**config.mk**
```make
export PLATFORM = sky130hd
export DESIGN_NAME = accel_frame_assembler
export DESIGN_NICKNAME = d
export VERILOG_FILES = /design/src/rtl/accel_pkg.sv /design/src/rtl/axis_block_avg.sv /design/src/rtl/accel_frame_assembler.sv
export SDC_FILE = /design/constraint.sdc
export NUM_CORES = 1
export LEC_CHECK = 0
export ABC_CLOCK_PERIOD_IN_PS = 3200
export CORE_ASPECT_RATIO = 1.2
export CORE_MARGIN = 10
export CORE_UTILIZATION = 30
export CTS_CLUSTER_DIAMETER = 80
export CTS_CLUSTER_SIZE = 28
export DETAILED_ROUTE_END_ITERATION = 7
export GPL_TIMING_DRIVEN = 0
export HOLD_SLACK_MARGIN = 0.08
export PLACE_DENSITY = 0.54
export SLEW_MARGIN = 20
export SYNTH_ARGS = -nofsm -noshare
export SYNTH_HDL_FRONTEND = slang
export SYNTH_HIERARCHICAL = 1
export SYNTH_SLANG_ARGS = --single-unit
```
**constraint.sdc**
```tcl
create_clock -name clk -period 3.2 [get_ports clk]
set_input_delay 0.8 -clock clk [delete_from_list [all_inputs] [get_ports clk]]
set_output_delay 0.8 -clock clk [all_outputs]
set_load 0.005 [all_outputs]
```
**src/rtl/accel_pkg.sv**
```systemverilog
// Shared constants and state encoding for the ADXL345 frame assembler.
package accel_pkg;

    localparam int ACCEL_FRAME_BYTES = 6;
    localparam int LAST_IDX          = ACCEL_FRAME_BYTES - 1;

    localparam logic [7:0] REG_DATAX0 = 8'h32;
    localparam logic [7:0] REG_DATAX1 = 8'h33;
    localparam logic [7:0] REG_DATAY0 = 8'h34;
    localparam logic [7:0] REG_DATAY1 = 8'h35;
    localparam logic [7:0] REG_DATAZ0 = 8'h36;
    localparam logic [7:0] REG_DATAZ1 = 8'h37;

    localparam int TILT_LEFT  = 0;
    localparam int TILT_RIGHT = 1;
    localparam int TILT_DOWN  = 2;
    localparam int TILT_UP    = 3;

    typedef enum logic [1:0] {
        ST_IDLE    = 2'd0,
        ST_COLLECT = 2'd1,
        ST_PUBLISH = 2'd2
    } frame_state_e;

endpackage

```
**src/rtl/axis_block_avg.sv**
```systemverilog
// Block averager for one axis with a hysteresis tilt comparator on the average.
module axis_block_avg
    import accel_pkg::*;
#(
    parameter int AVG_LOG2    = 2,
    parameter int TILT_THRESH = 64,
    parameter int TILT_HYST   = 16
) (
    input  logic               clk,
    input  logic               reset,
    input  logic               sample_valid_i,
    input  logic signed [15:0] sample_i,
    output logic signed [15:0] avg_o,
    output logic               avg_valid_o,
    output logic               pos_o,
    output logic               neg_o
);

    localparam int AW   = 16 + AVG_LOG2;
    localparam int CW   = 18;
    localparam int CNTW = AVG_LOG2 + 1;
    localparam logic [CNTW-1:0]     CNT_LAST = CNTW'((1 << AVG_LOG2) - 1);
    localparam logic signed [CW-1:0] THR     = CW'(TILT_THRESH);
    localparam logic signed [CW-1:0] CLR     = CW'(TILT_THRESH - TILT_HYST);

    logic signed [AW-1:0] acc_q, acc_d, sum;
    logic [CNTW-1:0]      cnt_q, cnt_d;
    logic signed [15:0]   avg_q, avg_d, avg_new;
    logic signed [CW-1:0] avg_ext;
    logic                 valid_q, valid_d;
    logic                 pos_q, pos_d, neg_q, neg_d;

    assign sum     = acc_q + AW'(sample_i);
    assign avg_new = 16'(sum >>> AVG_LOG2);
    assign avg_ext = CW'(avg_new);

    always_comb begin
        acc_d   = acc_q;
        cnt_d   = cnt_q;
        avg_d   = avg_q;
        valid_d = 1'b0;
        pos_d   = pos_q;
        neg_d   = neg_q;
        if (sample_valid_i) begin
            if (cnt_q == CNT_LAST) begin
                acc_d   = '0;
                cnt_d   = '0;
                avg_d   = avg_new;
                valid_d = 1'b1;
                // A sign flip past the threshold moves the flag straight across.
                if (avg_ext > THR) begin
                    pos_d = 1'b1;
                    neg_d = 1'b0;
                end else if (avg_ext < -THR) begin
                    pos_d = 1'b0;
                    neg_d = 1'b1;
                end else if (avg_ext < CLR && avg_ext > -CLR) begin
                    pos_d = 1'b0;
                    neg_d = 1'b0;
                end
            end else begin
                acc_d = sum;
                cnt_d = cnt_q + 1'b1;
            end
        end
    end

    always_ff @(posedge clk) begin
        if (reset) begin
            acc_q   <= '0;
            cnt_q   <= '0;
            avg_q   <= '0;
            valid_q <= 1'b0;
            pos_q   <= 1'b0;
            neg_q   <= 1'b0;
        end else begin
            acc_q   <= acc_d;
            cnt_q   <= cnt_d;
            avg_q   <= avg_d;
            valid_q <= valid_d;
            pos_q   <= pos_d;
            neg_q   <= neg_d;
        end
    end

    assign avg_o       = avg_q;
    assign avg_valid_o = valid_q;
    assign pos_o       = pos_q;
    assign neg_o       = neg_q;

endmodule

```
**src/rtl/accel_frame_assembler.sv**
```systemverilog
// Assembles ADXL345 DATAX0..DATAZ1 byte bursts into X/Y/Z samples, averages X/Y, derives tilt.
//   state      | meaning
//   ST_IDLE    | waiting for a byte qualified by frame_start
//   ST_COLLECT | storing bytes 1..5 of the burst
//   ST_PUBLISH | raw_* and sample_valid presented; behaves like IDLE for new bytes
module accel_frame_assembler
    import accel_pkg::*;
#(
    parameter int AVG_LOG2    = 2,
    parameter int TILT_THRESH = 64,
    parameter int TILT_HYST   = 16
) (
    input  logic               clk,
    input  logic               reset,
    input  logic [7:0]         byte_in,
    input  logic               byte_valid,
    input  logic               frame_start,
    input  logic               frame_abort,
    output logic signed [15:0] raw_x,
    output logic signed [15:0] raw_y,
    output logic signed [15:0] raw_z,
    output logic               sample_valid,
    output logic signed [15:0] avg_x,
    output logic signed [15:0] avg_y,
    output logic               avg_valid,
    output logic [3:0]         tilt,
    output logic               frame_error,
    output logic [7:0]         frame_count
);

    localparam logic [2:0] IDX_LAST = 3'(LAST_IDX);

    frame_state_e              state_q, state_d;
    logic [2:0]                idx_q, idx_d;
    logic [LAST_IDX-1:0][7:0]  buf_q, buf_d;
    logic [15:0]               raw_x_q, raw_x_d, raw_y_q, raw_y_d, raw_z_q, raw_z_d;
    logic                      sv_q, sv_d, err_q, err_d;
    logic [7:0]                cnt_q, cnt_d;
    logic                      start_ok;
    logic                      x_pos, x_neg, y_pos, y_neg, avg_valid_x, avg_valid_y;

    assign start_ok = byte_valid && frame_start;

    always_comb begin
        state_d = state_q;
        idx_d   = idx_q;
        buf_d   = buf_q;
        raw_x_d = raw_x_q;
        raw_y_d = raw_y_q;
        raw_z_d = raw_z_q;
        sv_d    = 1'b0;
        err_d   = 1'b0;
        cnt_d   = cnt_q;
        case (state_q)
            ST_COLLECT: begin
                if (frame_abort) begin
                    err_d   = 1'b1;
                    idx_d   = '0;
                    state_d = ST_IDLE;
                end else if (start_ok) begin
                    err_d    = 1'b1;
                    buf_d[0] = byte_in;
                    idx_d    = 3'd1;
                end else if (byte_valid) begin
                    if (idx_q == IDX_LAST) begin
                        // Z1 goes straight into raw_z so sample_valid lands one clock later.
                        raw_x_d = {buf_q[1], buf_q[0]};
                        raw_y_d = {buf_q[3], buf_q[2]};
                        raw_z_d = {byte_in, buf_q[4]};
                        sv_d    = 1'b1;
                        cnt_d   = cnt_q + 8'd1;
                        idx_d   = '0;
                        state_d = ST_PUBLISH;
                    end else begin
                        buf_d[idx_q] = byte_in;
                        idx_d        = idx_q + 3'd1;
                    end
                end
            end
            default: begin
                if (start_ok) begin
                    buf_d[0] = byte_in;
                    idx_d    = 3'd1;
                    state_d  = ST_COLLECT;
                end else begin
                    err_d   = byte_valid;
                    state_d = ST_IDLE;
                end
            end
        endcase
    end

    always_ff @(posedge clk) begin
        if (reset) begin
            state_q <= ST_IDLE;
            idx_q   <= '0;
            buf_q   <= '0;
            raw_x_q <= '0;
            raw_y_q <= '0;
            raw_z_q <= '0;
            sv_q    <= 1'b0;
            err_q   <= 1'b0;
            cnt_q   <= '0;
        end else begin
            state_q <= state_d;
            idx_q   <= idx_d;
            buf_q   <= buf_d;
            raw_x_q <= raw_x_d;
            raw_y_q <= raw_y_d;
            raw_z_q <= raw_z_d;
            sv_q    <= sv_d;
            err_q   <= err_d;
            cnt_q   <= cnt_d;
        end
    end

    axis_block_avg #(.AVG_LOG2(AVG_LOG2), .TILT_THRESH(TILT_THRESH), .TILT_HYST(TILT_HYST)) u_avg_x (
        .clk           (clk),
        .reset         (reset),
        .sample_valid_i(sv_q),
        .sample_i      (raw_x_q),
        .avg_o         (avg_x),
        .avg_valid_o   (avg_valid_x),
        .pos_o         (x_pos),
        .neg_o         (x_neg)
    );

    axis_block_avg #(.AVG_LOG2(AVG_LOG2), .TILT_THRESH(TILT_THRESH), .TILT_HYST(TILT_HYST)) u_avg_y (
        .clk           (clk),
        .reset         (reset),
        .sample_valid_i(sv_q),
        .sample_i      (raw_y_q),
        .avg_o         (avg_y),
        .avg_valid_o   (avg_valid_y),
        .pos_o         (y_pos),
        .neg_o         (y_neg)
    );

    always_comb begin
        tilt             = '0;
        tilt[TILT_LEFT]  = x_neg;
        tilt[TILT_RIGHT] = x_pos;
        tilt[TILT_DOWN]  = y_neg;
        tilt[TILT_UP]    = y_pos;
    end

    // Both axes share one sample stream, so their valid pulses coincide.
    assign avg_valid    = avg_valid_x && avg_valid_y;
    assign raw_x        = raw_x_q;
    assign raw_y        = raw_y_q;
    assign raw_z        = raw_z_q;
    assign sample_valid = sv_q;
    assign frame_error  = err_q;
    assign frame_count  = cnt_q;

endmodule

```
==> flow_metrics.tcl <==
set metrics [dict create \
    floorplan.die_area_sq_mm 0.0372 \
    globalRouteTotalUtil_pct 14.3 \
    grt_max_degree 17 \
    hold_path_class "reg -> reg" \
    drc_violations 0 \
    tritoncts "yes" \
    mappedNetlistNets 1113 \
    ioPinCount 108 \
    wl_per_cell_microns 16.8 \
    number_of_global_route_vias_before_repair 7824 \
    holdPathStages 2 \
    num_rows 69 \
    cts_hold_buf 0 \
    biggest_area_consumer_among_synthesized_cells "sky130_fd_sc_hd__dfxtp_1" \
    maxSlewViolCount 0 \
    cts.reportedPaths.clkPinSlew_ns 0.07 \
    critPathArrivalTime_ns 3.58 \
    hpwl_reported_at_the_end_of_detailed_placement_microns 19900 \
    reg2regPathDepth 12 \
    cts.sinks 183 \
    ys_async_sr_fraction_pct 0 \
    first_pass_grt_wire_length_microns 42800 \
    global_route.usage.met3_pct 2.87 \
    critical-path-max-stage-delay_ns 0.44 \
    fmax_mhz 309 \
    io_port_bufs 105 \
    final_area_sq_mm 0.0113 \
    setup_viol 2 \
    ctsRootBufferMaster "sky130_fd_sc_hd__clkbuf_16" \
    tns_ns -0.0429 \
    ys_seq_elements 183 \
    grtUsageMet2_pct 24.8 \
    nets 1244 \
    crit_required_ns 3.54 \
    grt_use_met1_pct 17.6 \
    cts_htree_levels 4 \
    synth_largest_type_area_fraction_pct 40.9 \
    hold_path_startpoint "u_avg_x/avg_o[0]" \
    start_util_pct 30.3 \
    skew_ns 0.0102 \
    status "complete, but fails checks" \
    postRouteWirelength_microns 26800 \
    cp-end-kind "flip-flop" \
    die_height_microns 209 \
    fillers 3061 \
    synthCells 1061 \
    netlist-cell-type-count 84 \
    timing.max_slew.rel_slack_pct 39.8 \
    synth_edf_count 0 \
    vdd_ir_drop_max_mv 0.336 \
    hold_violations 0 \
    grt_most_used_layer "met2" \
    worst_slack_ns -0.0391 \
    gp_congestion 0.879 \
    post-route-period-util_pct 101 \
    initial_antenna_violation_count 0 \
    fp.coreArea_sq_mm 0.0295 \
    antenna_cells_inserted 0 \
    avgSynthCellArea_sq_um 8.44 \
    die_w_microns 178 \
    crit-reg2reg-launch "raw_x[0]" \
    cp_num_buf_inv 1 \
    critical-path-slowest-cell "sky130_fd_sc_hd__or4_4" \
    synth.yosys.warnings 6 \
    synth.yosys.seq_area_share_pct 40.9 \
    cp_cell_sequence "ha_4 > inv_2 > fa_2 > nand2b_4 > a21oi_4 > xor2_2 > or3_4 > or4_4 > a2111oi_4 > nand3b_1 > a211o_1 > a221oi_2" \
    path_delay_family "simple AND/OR/NAND/NOR gates" \
    cts_inserted_buffers 17 \
    pwr_density_cell_mw_per_mm2 396 \
    layout-area-overhead-vs-synth_pct 26.5 \
    worst-path-max-fanout 3 \
    cts.path.max_buffers 2 \
    detail_route.first_pass.iterations 5 \
    crit_type "reg -> reg" \
    vias_per_cell 4.98 \
    final.min_clock_period_ns 3.24 \
    cp-start-kind "flip-flop" \
    drt.antenna.violating_nets 0 \
    synthesis.area_sq_mm 0.00895 \
    ys_top_cells_by_area "sky130_fd_sc_hd__dfxtp_1, sky130_fd_sc_hd__nand2_1, sky130_fd_sc_hd__a21oi_1, sky130_fd_sc_hd__nor2_1, sky130_fd_sc_hd__ha_1" \
    violated_checks "setup timing" \
    placement_stage_worst_setup_slack_ns -0.283 \
    globalRouteOverflowTotal 0 \
    place_area_sq_mm 0.0105 \
    worst_pin_slew_ns 0.903 \
    ys.flop_type "sky130_fd_sc_hd__dfxtp_1" \
    post_route_cells_drive_above_1_share_pct 10.4 \
    unrepaired_setup_endpoints_after_global_routing "yes" \
    worst_r2r_endpoint "u_avg_x/pos_o" \
    insertion_delay_ns 0.43 \
    regToRegSetupSlack_ns -0.04 \
    static-leakage-power_nw 4.33 \
    fin_total_pwr_mw 4.49 \
    max_cap_violations 0 \
    via_count 7940 \
    hold_end "u_avg_x/avg_o[0]" \
    initialDrtViolationCount 591 \
]
cell usage in the layout (no fill, tap or decap), drive strengths merged, types with 4 or more instances in the layout:
cell type / instances
a2111oi: 4
a211oi: 11
a21o: 8
a21oi: 120
a22oi: 31
a31oi: 4
and2: 15
and3: 7
and4: 6
buf: 37
clkbuf: 55
clkdlybuf4s50: 105
dfxtp: 183
ha: 37
inv: 19
mux2i: 44
nand2: 191
nand2b: 6
nand3: 18
nand4: 16
nor2: 127
nor2b: 5
nor3: 9
nor3b: 6
nor4: 4
o211ai: 7
o21a: 7
o21ai: 21
o2bb2ai: 5
o31ai: 5
or3: 7
xnor2: 15
xor2: 16
sequential cells by signal, indices dropped and copies added (netlist names), 2 cells and up:
register	flops
buf_q	40
u_avg_x/acc_q	18
u_avg_y/acc_q	18
raw_x	16
raw_y	16
raw_z	16
u_avg_x/avg_o	16
u_avg_y/avg_o	16
frame_count	8
idx_q	3
u_avg_x/cnt_q	3
u_avg_y/cnt_q	3
state_q	2
Yosys cell counts, types with 3 or more instances:
cell,number
sky130_fd_sc_hd__a211oi_1,10
sky130_fd_sc_hd__a22oi_1,31
sky130_fd_sc_hd__nor2_1,126
sky130_fd_sc_hd__nor3b_1,4
sky130_fd_sc_hd__buf_4,9
sky130_fd_sc_hd__nand4_1,15
sky130_fd_sc_hd__nor3_1,9
sky130_fd_sc_hd__o21ai_2,3
sky130_fd_sc_hd__a21oi_1,119
sky130_fd_sc_hd__buf_6,6
sky130_fd_sc_hd__a31oi_1,4
sky130_fd_sc_hd__clkbuf_1,36
sky130_fd_sc_hd__o211ai_1,7
sky130_fd_sc_hd__o31ai_1,5
sky130_fd_sc_hd__o21ai_1,4
sky130_fd_sc_hd__nand2b_1,6
sky130_fd_sc_hd__and4_1,6
sky130_fd_sc_hd__a21o_1,7
sky130_fd_sc_hd__dfxtp_1,183
sky130_fd_sc_hd__o211a_1,3
sky130_fd_sc_hd__or4_1,3
sky130_fd_sc_hd__ha_1,37
sky130_fd_sc_hd__o21a_1,6
sky130_fd_sc_hd__mux2i_1,44
sky130_fd_sc_hd__nand2_1,191
sky130_fd_sc_hd__xnor2_1,15
sky130_fd_sc_hd__and3_1,7
sky130_fd_sc_hd__xor2_1,15
sky130_fd_sc_hd__o221ai_1,3
sky130_fd_sc_hd__o21ai_0,14
sky130_fd_sc_hd__o2bb2ai_1,5
sky130_fd_sc_hd__nor2b_1,5
sky130_fd_sc_hd__buf_2,12
sky130_fd_sc_hd__or3_1,6
sky130_fd_sc_hd__inv_1,14
sky130_fd_sc_hd__nand3_1,16
sky130_fd_sc_hd__and2_1,13
area by class of cell:
class | count | area (sq um) | share of cell area, %
Multi-Input combinational cell | 800 | 5110 | 45.1
Inverter | 14 | 52.6 | 0.464
Tap cell | 390 | 488 | 4.31
Clock buffer | 21 | 450 | 3.98
Buffer | 62 | 328 | 2.89
Timing Repair Buffer | 114 | 1120 | 9.87
Sequential cell | 183 | 3670 | 32.4
Clock inverter | 10 | 114 | 1.00
metrics by stage:
step / instances / utilization (%) / hold slack, ns
after floorplan: 1061 / - / 0.436
after global placement: 1556 / 35.5 / 0.440
after detailed placement: 1556 / 35.5 / 0.446
after CTS: 1594 / 38.1 / 0.456
after global routing: 1594 / 38.4 / 0.471
final: 1594 / 38.4 / 0.453
worst max path at each step:
stage / start / to / slack, ns / depth (start not counted)
6_report: raw_x[0] / u_avg_x/pos_o / -0.04 / 12
5_1_grt: raw_x[0] / u_avg_x/pos_o / -0.18 / 12
4_1_cts: raw_x[0] / u_avg_x/pos_o / -0.11 / 12
3_5_place_dp: raw_x[0] / u_avg_x/pos_o / -0.28 / 12
3_3_place_gp: raw_x[0] / u_avg_x/pos_o / -0.26 / 12
2_1_floorplan: raw_x[0] / u_avg_x/pos_o / 0.02 / 12
timing repair:
action | CTS | global route
pin swaps | 8 | 6
resized for setup | 22 | 23
hold endpoints to repair | 0 | 0
setup endpoints to repair | 4 | 4
setup buffers | 7 | 2
power breakdown:
part	internal [mW]	total [mW]	switching (mW)
registers	2.28	2.29	0.00624
clock network	1.11	2.07	0.956
logic	0.0420	0.130	0.0877
total	3.44	4.49	1.05
cells by family after synthesis:
| logic type | after synthesis | synth area share [%] |
|---|---|---|
| AOI/OAI and AO/OA | 257 | 19.2 |
| muxes | 44 | 4.92 |
| buffers and inverters | 78 | 4.32 |
| and+or+nand+nor | 429 | 21.8 |
| adders and majority gates | 39 | 5.62 |
| DFF | 183 | 40.9 |
| xor gates and xnor gates | 31 | 3.24 |
tightest hold or removal path: cells and delay by family (launching register included):
| family | cells | cell delay, ns |
|---|---|---|
| compound gates | 1 | 0.05 |
| simple gates | 1 | 0.05 |
| flops | 1 | 0.31 |
metal layers:
| metal | wire length [microns] | share of wire, % |
|---|---|---|
| met1 | 12000 | 45 |
| met2 | 13300 | 50 |
| met3 | 1050 | 3.9 |
| met4 | 446 | 1.7 |
| met5 | 0 | 0 |
Note: power is estimated with default switching activity, not from simulation.
